==> config.mk <==
export PLATFORM = sky130hd
export DESIGN_NAME = wb_write_sequencer_flat
export DESIGN_NICKNAME = d
export VERILOG_FILES = /design/src/rtl/wb_write_sequencer_if.sv /design/src/rtl/wb_write_sequencer.sv /design/src/flat_wrapper.sv
export SDC_FILE = /design/constraint.sdc
export NUM_CORES = 1
export LEC_CHECK = 0
export ABC_AREA = 0
export BUFFER_PORTS_ARGS = -buffer_cell sky130_fd_sc_hd__buf_4
export CAP_MARGIN = 30
export CORE_MARGIN = 2
export CORE_UTILIZATION = 45
export CTS_CLUSTER_DIAMETER = 60
export DETAILED_ROUTE_END_ITERATION = 10
export HOLD_SLACK_MARGIN = 0.15
export PLACE_DENSITY = 0.75
export SLEW_MARGIN = 0
export SYNTH_ARGS = -nofsm -noshare
export SYNTH_HDL_FRONTEND = slang
export SYNTH_SLANG_ARGS = --single-unit
==> constraint.sdc <==
create_clock -name clk_i -period 6.77 [get_ports clk_i]
set_input_delay 1.0155 -clock clk_i [delete_from_list [all_inputs] [get_ports clk_i]]
set_output_delay 1.0155 -clock clk_i [all_outputs]
set_load 0.01 [all_outputs]
==> src/rtl/wb_write_sequencer_if.sv <==
// Writeback sequencer bus: two result producers in, register file write port and bypass query out.
// The sequencer itself connects through the slave modport; producers and the register file use master.
interface wb_write_sequencer_if #(
    parameter int DATA_W = 32,
    parameter int ADDR_W = 5,
    parameter int DEPTH  = 4
);
    localparam int CNT_W = $clog2(DEPTH) + 1;

    logic              memValid;
    logic [ADDR_W-1:0] memAddr;
    logic [DATA_W-1:0] memData;
    logic              memReady;

    logic              aluValid;
    logic [ADDR_W-1:0] aluAddr;
    logic [DATA_W-1:0] aluData;
    logic              aluReady;

    logic              regWrite;
    logic [ADDR_W-1:0] writeAddr;
    logic [DATA_W-1:0] writeData;

    logic [CNT_W-1:0]  count;
    logic              empty;
    logic              full;

    logic [ADDR_W-1:0] lookupAddr;
    logic              bypassHit;
    logic [DATA_W-1:0] bypassData;

    modport master (
        output memValid, memAddr, memData,
        output aluValid, aluAddr, aluData,
        output lookupAddr,
        input  memReady, aluReady,
        input  regWrite, writeAddr, writeData,
        input  count, empty, full,
        input  bypassHit, bypassData
    );

    modport slave (
        input  memValid, memAddr, memData,
        input  aluValid, aluAddr, aluData,
        input  lookupAddr,
        output memReady, aluReady,
        output regWrite, writeAddr, writeData,
        output count, empty, full,
        output bypassHit, bypassData
    );
endinterface

==> src/rtl/wb_write_sequencer.sv <==
// Serialises ALU and load results onto one register file write port through a small FIFO.
// Define WB_BYPASS_EN to add the combinational lookup of pending writes (BypassHit/BypassData).
module wb_write_sequencer #(
    parameter int DATA_W = 32,
    parameter int ADDR_W = 5,
    parameter int DEPTH  = 4
) (
    input logic                 clk_i,
    input logic                 rst_i,
    wb_write_sequencer_if.slave seqIf
);
    localparam int PTR_W = $clog2(DEPTH);
    localparam int CNT_W = PTR_W + 1;

    logic [ADDR_W-1:0] addrMem_q [DEPTH];
    logic [DATA_W-1:0] dataMem_q [DEPTH];

    logic [PTR_W-1:0]  rdPtr_q, rdPtr_d;
    logic [PTR_W-1:0]  wrPtr_q, wrPtr_d;
    logic [CNT_W-1:0]  count_q, count_d;

    logic              memReady;
    logic              aluReady;
    logic              memPush;
    logic              aluPush;
    logic              pop;
    logic [PTR_W-1:0]  aluSlot;

    // Ready looks only at the registered count; the ALU needs two free slots
    // so that a simultaneous load and ALU retire always fit.
    assign memReady = (count_q <  CNT_W'(DEPTH));
    assign aluReady = (count_q <= CNT_W'(DEPTH - 2));

    assign memPush  = seqIf.memValid && memReady && (seqIf.memAddr != '0);
    assign aluPush  = seqIf.aluValid && aluReady && (seqIf.aluAddr != '0);
    assign pop      = (count_q != '0);
    assign aluSlot  = wrPtr_q + PTR_W'(memPush);

    always_comb begin
        rdPtr_d = rdPtr_q + PTR_W'(pop);
        wrPtr_d = wrPtr_q + PTR_W'(memPush) + PTR_W'(aluPush);
        count_d = count_q + CNT_W'(memPush) + CNT_W'(aluPush) - CNT_W'(pop);
    end

    always_ff @(posedge clk_i) begin
        if (rst_i) begin
            rdPtr_q <= '0;
            wrPtr_q <= '0;
            count_q <= '0;
        end else begin
            rdPtr_q <= rdPtr_d;
            wrPtr_q <= wrPtr_d;
            count_q <= count_d;
        end
    end

    // Storage needs no reset: only slots covered by count_q are ever observed.
    always_ff @(posedge clk_i) begin
        if (!rst_i) begin
            if (memPush) begin
                addrMem_q[wrPtr_q] <= seqIf.memAddr;
                dataMem_q[wrPtr_q] <= seqIf.memData;
            end
            if (aluPush) begin
                addrMem_q[aluSlot] <= seqIf.aluAddr;
                dataMem_q[aluSlot] <= seqIf.aluData;
            end
        end
    end

    assign seqIf.memReady  = memReady;
    assign seqIf.aluReady  = aluReady;
    assign seqIf.regWrite  = pop;
    assign seqIf.writeAddr = pop ? addrMem_q[rdPtr_q] : '0;
    assign seqIf.writeData = pop ? dataMem_q[rdPtr_q] : '0;
    assign seqIf.count     = count_q;
    assign seqIf.empty     = (count_q == '0);
    assign seqIf.full      = (count_q == CNT_W'(DEPTH));

`ifdef WB_BYPASS_EN
    logic              bypassHit;
    logic [DATA_W-1:0] bypassData;
    logic [PTR_W-1:0]  bypassSlot;

    // Walk oldest to youngest so the last match seen is the youngest pending write.
    always_comb begin
        bypassHit  = 1'b0;
        bypassData = '0;
        bypassSlot = '0;
        for (int i = 0; i < DEPTH; i++) begin
            bypassSlot = rdPtr_q + PTR_W'(i);
            if ((CNT_W'(i) < count_q) && (seqIf.lookupAddr != '0) &&
                (addrMem_q[bypassSlot] == seqIf.lookupAddr)) begin
                bypassHit  = 1'b1;
                bypassData = dataMem_q[bypassSlot];
            end
        end
    end

    assign seqIf.bypassHit  = bypassHit;
    assign seqIf.bypassData = bypassData;
`else
    logic unusedLookup;

    assign unusedLookup     = ^seqIf.lookupAddr;
    assign seqIf.bypassHit  = 1'b0;
    assign seqIf.bypassData = '0;
`endif

endmodule

==> src/flat_wrapper.sv <==
// flat-port wrapper written by rule: the top's interface ports become plain ports
module wb_write_sequencer_flat 
#(
    parameter int DATA_W = 32,
    parameter int ADDR_W = 5,
    parameter int DEPTH  = 4
)
  (clk_i, rst_i, seqIf_memValid, seqIf_memAddr, seqIf_memData, seqIf_aluValid, seqIf_aluAddr, seqIf_aluData, seqIf_lookupAddr, seqIf_memReady, seqIf_aluReady, seqIf_regWrite, seqIf_writeAddr, seqIf_writeData, seqIf_count, seqIf_empty, seqIf_full, seqIf_bypassHit, seqIf_bypassData);
  wb_write_sequencer_if #(.DATA_W(DATA_W), .ADDR_W(ADDR_W), .DEPTH(DEPTH)) seqIf_i ();
  input logic clk_i;
  input logic rst_i;
  input wire logic [$bits(seqIf_i.memValid)-1:0] seqIf_memValid;
  input wire logic [$bits(seqIf_i.memAddr)-1:0] seqIf_memAddr;
  input wire logic [$bits(seqIf_i.memData)-1:0] seqIf_memData;
  input wire logic [$bits(seqIf_i.aluValid)-1:0] seqIf_aluValid;
  input wire logic [$bits(seqIf_i.aluAddr)-1:0] seqIf_aluAddr;
  input wire logic [$bits(seqIf_i.aluData)-1:0] seqIf_aluData;
  input wire logic [$bits(seqIf_i.lookupAddr)-1:0] seqIf_lookupAddr;
  output wire logic [$bits(seqIf_i.memReady)-1:0] seqIf_memReady;
  output wire logic [$bits(seqIf_i.aluReady)-1:0] seqIf_aluReady;
  output wire logic [$bits(seqIf_i.regWrite)-1:0] seqIf_regWrite;
  output wire logic [$bits(seqIf_i.writeAddr)-1:0] seqIf_writeAddr;
  output wire logic [$bits(seqIf_i.writeData)-1:0] seqIf_writeData;
  output wire logic [$bits(seqIf_i.count)-1:0] seqIf_count;
  output wire logic [$bits(seqIf_i.empty)-1:0] seqIf_empty;
  output wire logic [$bits(seqIf_i.full)-1:0] seqIf_full;
  output wire logic [$bits(seqIf_i.bypassHit)-1:0] seqIf_bypassHit;
  output wire logic [$bits(seqIf_i.bypassData)-1:0] seqIf_bypassData;
  assign seqIf_i.memValid = seqIf_memValid;
  assign seqIf_i.memAddr = seqIf_memAddr;
  assign seqIf_i.memData = seqIf_memData;
  assign seqIf_i.aluValid = seqIf_aluValid;
  assign seqIf_i.aluAddr = seqIf_aluAddr;
  assign seqIf_i.aluData = seqIf_aluData;
  assign seqIf_i.lookupAddr = seqIf_lookupAddr;
  assign seqIf_memReady = seqIf_i.memReady;
  assign seqIf_aluReady = seqIf_i.aluReady;
  assign seqIf_regWrite = seqIf_i.regWrite;
  assign seqIf_writeAddr = seqIf_i.writeAddr;
  assign seqIf_writeData = seqIf_i.writeData;
  assign seqIf_count = seqIf_i.count;
  assign seqIf_empty = seqIf_i.empty;
  assign seqIf_full = seqIf_i.full;
  assign seqIf_bypassHit = seqIf_i.bypassHit;
  assign seqIf_bypassData = seqIf_i.bypassData;
  wb_write_sequencer #(.DATA_W(DATA_W), .ADDR_W(ADDR_W), .DEPTH(DEPTH)) u_core (.clk_i(clk_i), .rst_i(rst_i), .seqIf(seqIf_i));
endmodule
==> results.yml <==
sta:
  hold_viol_final: 0
  fin_crit_sh_pct: 62.8
  fin_skew_ps: 6.80
  rsz0062_at_grt: "false"
  max_freq_ghz: 0.235
  worst_pin_slew_ps: 833
  maxSlewHeadroom_pct: 44.4
  slew_viol_final: 0
  setup-violations-final: 0
  tns_ps: 0
  hold_slack_ps: 714
  period_minus_slack_ps: 4250
clocking:
  cts_setup_buffers: 0
  cts.htree.levels: 4
  clock_path_buffers: 2
  hold_buffers: 0
  clkTransAtPathRegs_ps: 60
  cts_buffers: 17
  clock_sinks: 155
  cts-root-buf: "clkbuf_16"
  cts_resized: 0
  clock_latency_ps: 420
  tritoncts: "done"
floorplan:
  pin_count: 161
  rows: 50
  dieArea_um2: 19900
  die_h_um: 141
  coreArea_um2: 18600
  start_util_pct: 45.6
  die_w_um: 141
drt:
  num_vias: 4552
  drc: 0
  wirelength_um: 17900
  drtPass1Iterations: 4
  antenna_left: 0
  via_per_inst: 5.32
  wl_per_cell_um: 21.0
  drt_iter0_drc: 209
finish:
  drive_gt1_share_pct: 57.6
  final_nets: 698
  n_fill_cell: 1522
  syn2layout_area_growth_pct: 17.9
  regArea_um2: 4590
  utilization_pct: 53.8
  multi_input_area_um2: 3500
  antennaDiodeCount: 0
  finalInstanceArea_um2: 9990
power:
  power_density_nw_per_um2: 370
  power_leakage_nw: 3.76
  max-vdd-ir-drop_v: 0.000183
worst_setup_path:
  cp_max_fo: 38
  crit_required_ps: 6820
  critPathLaunchType: "input pin"
  critical_path_class: "input pin to register"
  cp.arrival_ps: 4300
  end_kind: "register"
place:
  io_buffers: 122
  dp_hpwl_um: 10600
  gp_congestion: 0.720
  place_area_um2: 9440
synthesis:
  synth_edf_count: 148
  synthesis.area_um2: 8470
  avgSynthCellArea_um2: 17.3
  ys_seq_elements: 155
  synth.yosys.warnings: 0
  seq_area_frac_synth_pct: 54.1
  yosysUniqueCellTypes: 33
  ys.flop_type: "edfxtp_1"
  synthCells: 490
  async_flop_share_pct: 0
global_routing:
  gr-total-overflow: 0
  grt_pass1_vias: 4864
  grt_pass1_wl_um: 27600
  grt_max_degree: 40
  antenna_found_initial: 0
  grt_usage_pct: 18.6
run:
  maxCapViolations: 0
outcome:
  run_status: "finished, final reports clean"
worst_hold_path:
  min_path_type: "register to register"
==> cells in the final DEF, fill, tap and decap left out, types with 10 or more instances in the layout <==
master / Yosys / layout
edfxtp_1: 148 / 148
conb_1: 1 / 33
mux4_2: 37 / 37
clkbuf_16: 0 / 17
mux2_4: 65 / 65
nor2b_1: 40 / 40
buf_4: 35 / 127
inv_1: 10 / 10
mux2_2: 83 / 83
==> cells by family after synthesis <==
family	synth area share [%]
compound gates	0.768
xor+xnor	0.517
fa+ha+maj	1.21
buf+inv	6.45
flops	54.1
mux	32.6
other cells	0.0443
simple gates	4.27
==> per-stage QoR <==
step                      cells  worst slack, ps  total power [mW]
after floorplan             522             1120              2.31
after global placement      820             2130              2.79
after detailed placement    823             2040              2.85
after CTS                   855             2490              3.75
after global routing        855             2330              3.88
final                       855             2520              3.69
==> critical path, stage by stage <==
cell,delay [ps]
buf_4,130
or4_1,550
o211ai_1,600
inv_1,140
ha_1,260
xor2_1,220
or3_4,650
o41ai_2,120
buf_4,570
==> state kept, by name (all words and copies together) (netlist names) <==
register            cells
u_core.addrMem_q       20
u_core.dataMem_q      128
u_core.rdPtr_q          2
u_core.seqIf.count      3
u_core.wrPtr_q          2
==> layout make-up <==
class,count,area share (%)
well taps,234,2.93
clock buffers,24,4.82
clock inverters,8,0.702
repair buffers,130,10.1
inverters,10,0.376
multi-input cells,294,35.1
flip-flops and latches,155,46.0
==> power by group <==
part / total, mW / internal, mW / switching (mW) / leakage [nW]
clock network: 0.891 / 0.532 / 0.360 / 0.270
logic: 1.42 / 0.746 / 0.676 / 2.09
registers: 1.38 / 1.26 / 0.113 / 1.41
total: 3.69 / 2.54 / 1.15 / 3.76
==> per-layer routing <==
layer,share of wire [%],routed length (um),vias to the layer above,global-route usage (%)
met3,4.7,847,14,4.93
met4,0.98,175,0,5.16
met5,0,0,-,0
li1,-,-,2070,-
met2,52,9310,118,32.1
met1,42,7610,2350,23.2
==> Yosys cell counts (all sizes together), types with 4 or more instances <==
cell / instances / share of area (%)
edfxtp: 148 / 52
mux2: 148 / 23
buf: 53 / 5.6
nor2b: 40 / 3.0
mux4: 37 / 9.8
clkbuf: 10 / 0.44
inv: 10 / 0.44
dfxtp: 7 / 1.7
ha: 5 / 0.74
nor2: 5 / 0.22
nor3: 5 / 0.41
xnor2: 4 / 0.41
==> path summary, 6_finish.rpt <==
kind	from	end	slack (ps)	cells past startpoint
max reg2reg	u_core.seqIf.count[2]	u_core.dataMem_q[0][4]	3500	8
max	seqIf_memAddr[1]	u_core.dataMem_q[0][4]	2520	9
min reg2reg	u_core.seqIf.count[0]	u_core.seqIf.count[0]	710	3
min	u_core.seqIf.count[0]	u_core.seqIf.count[0]	710	3
Power figures use the tool's default switching activity.
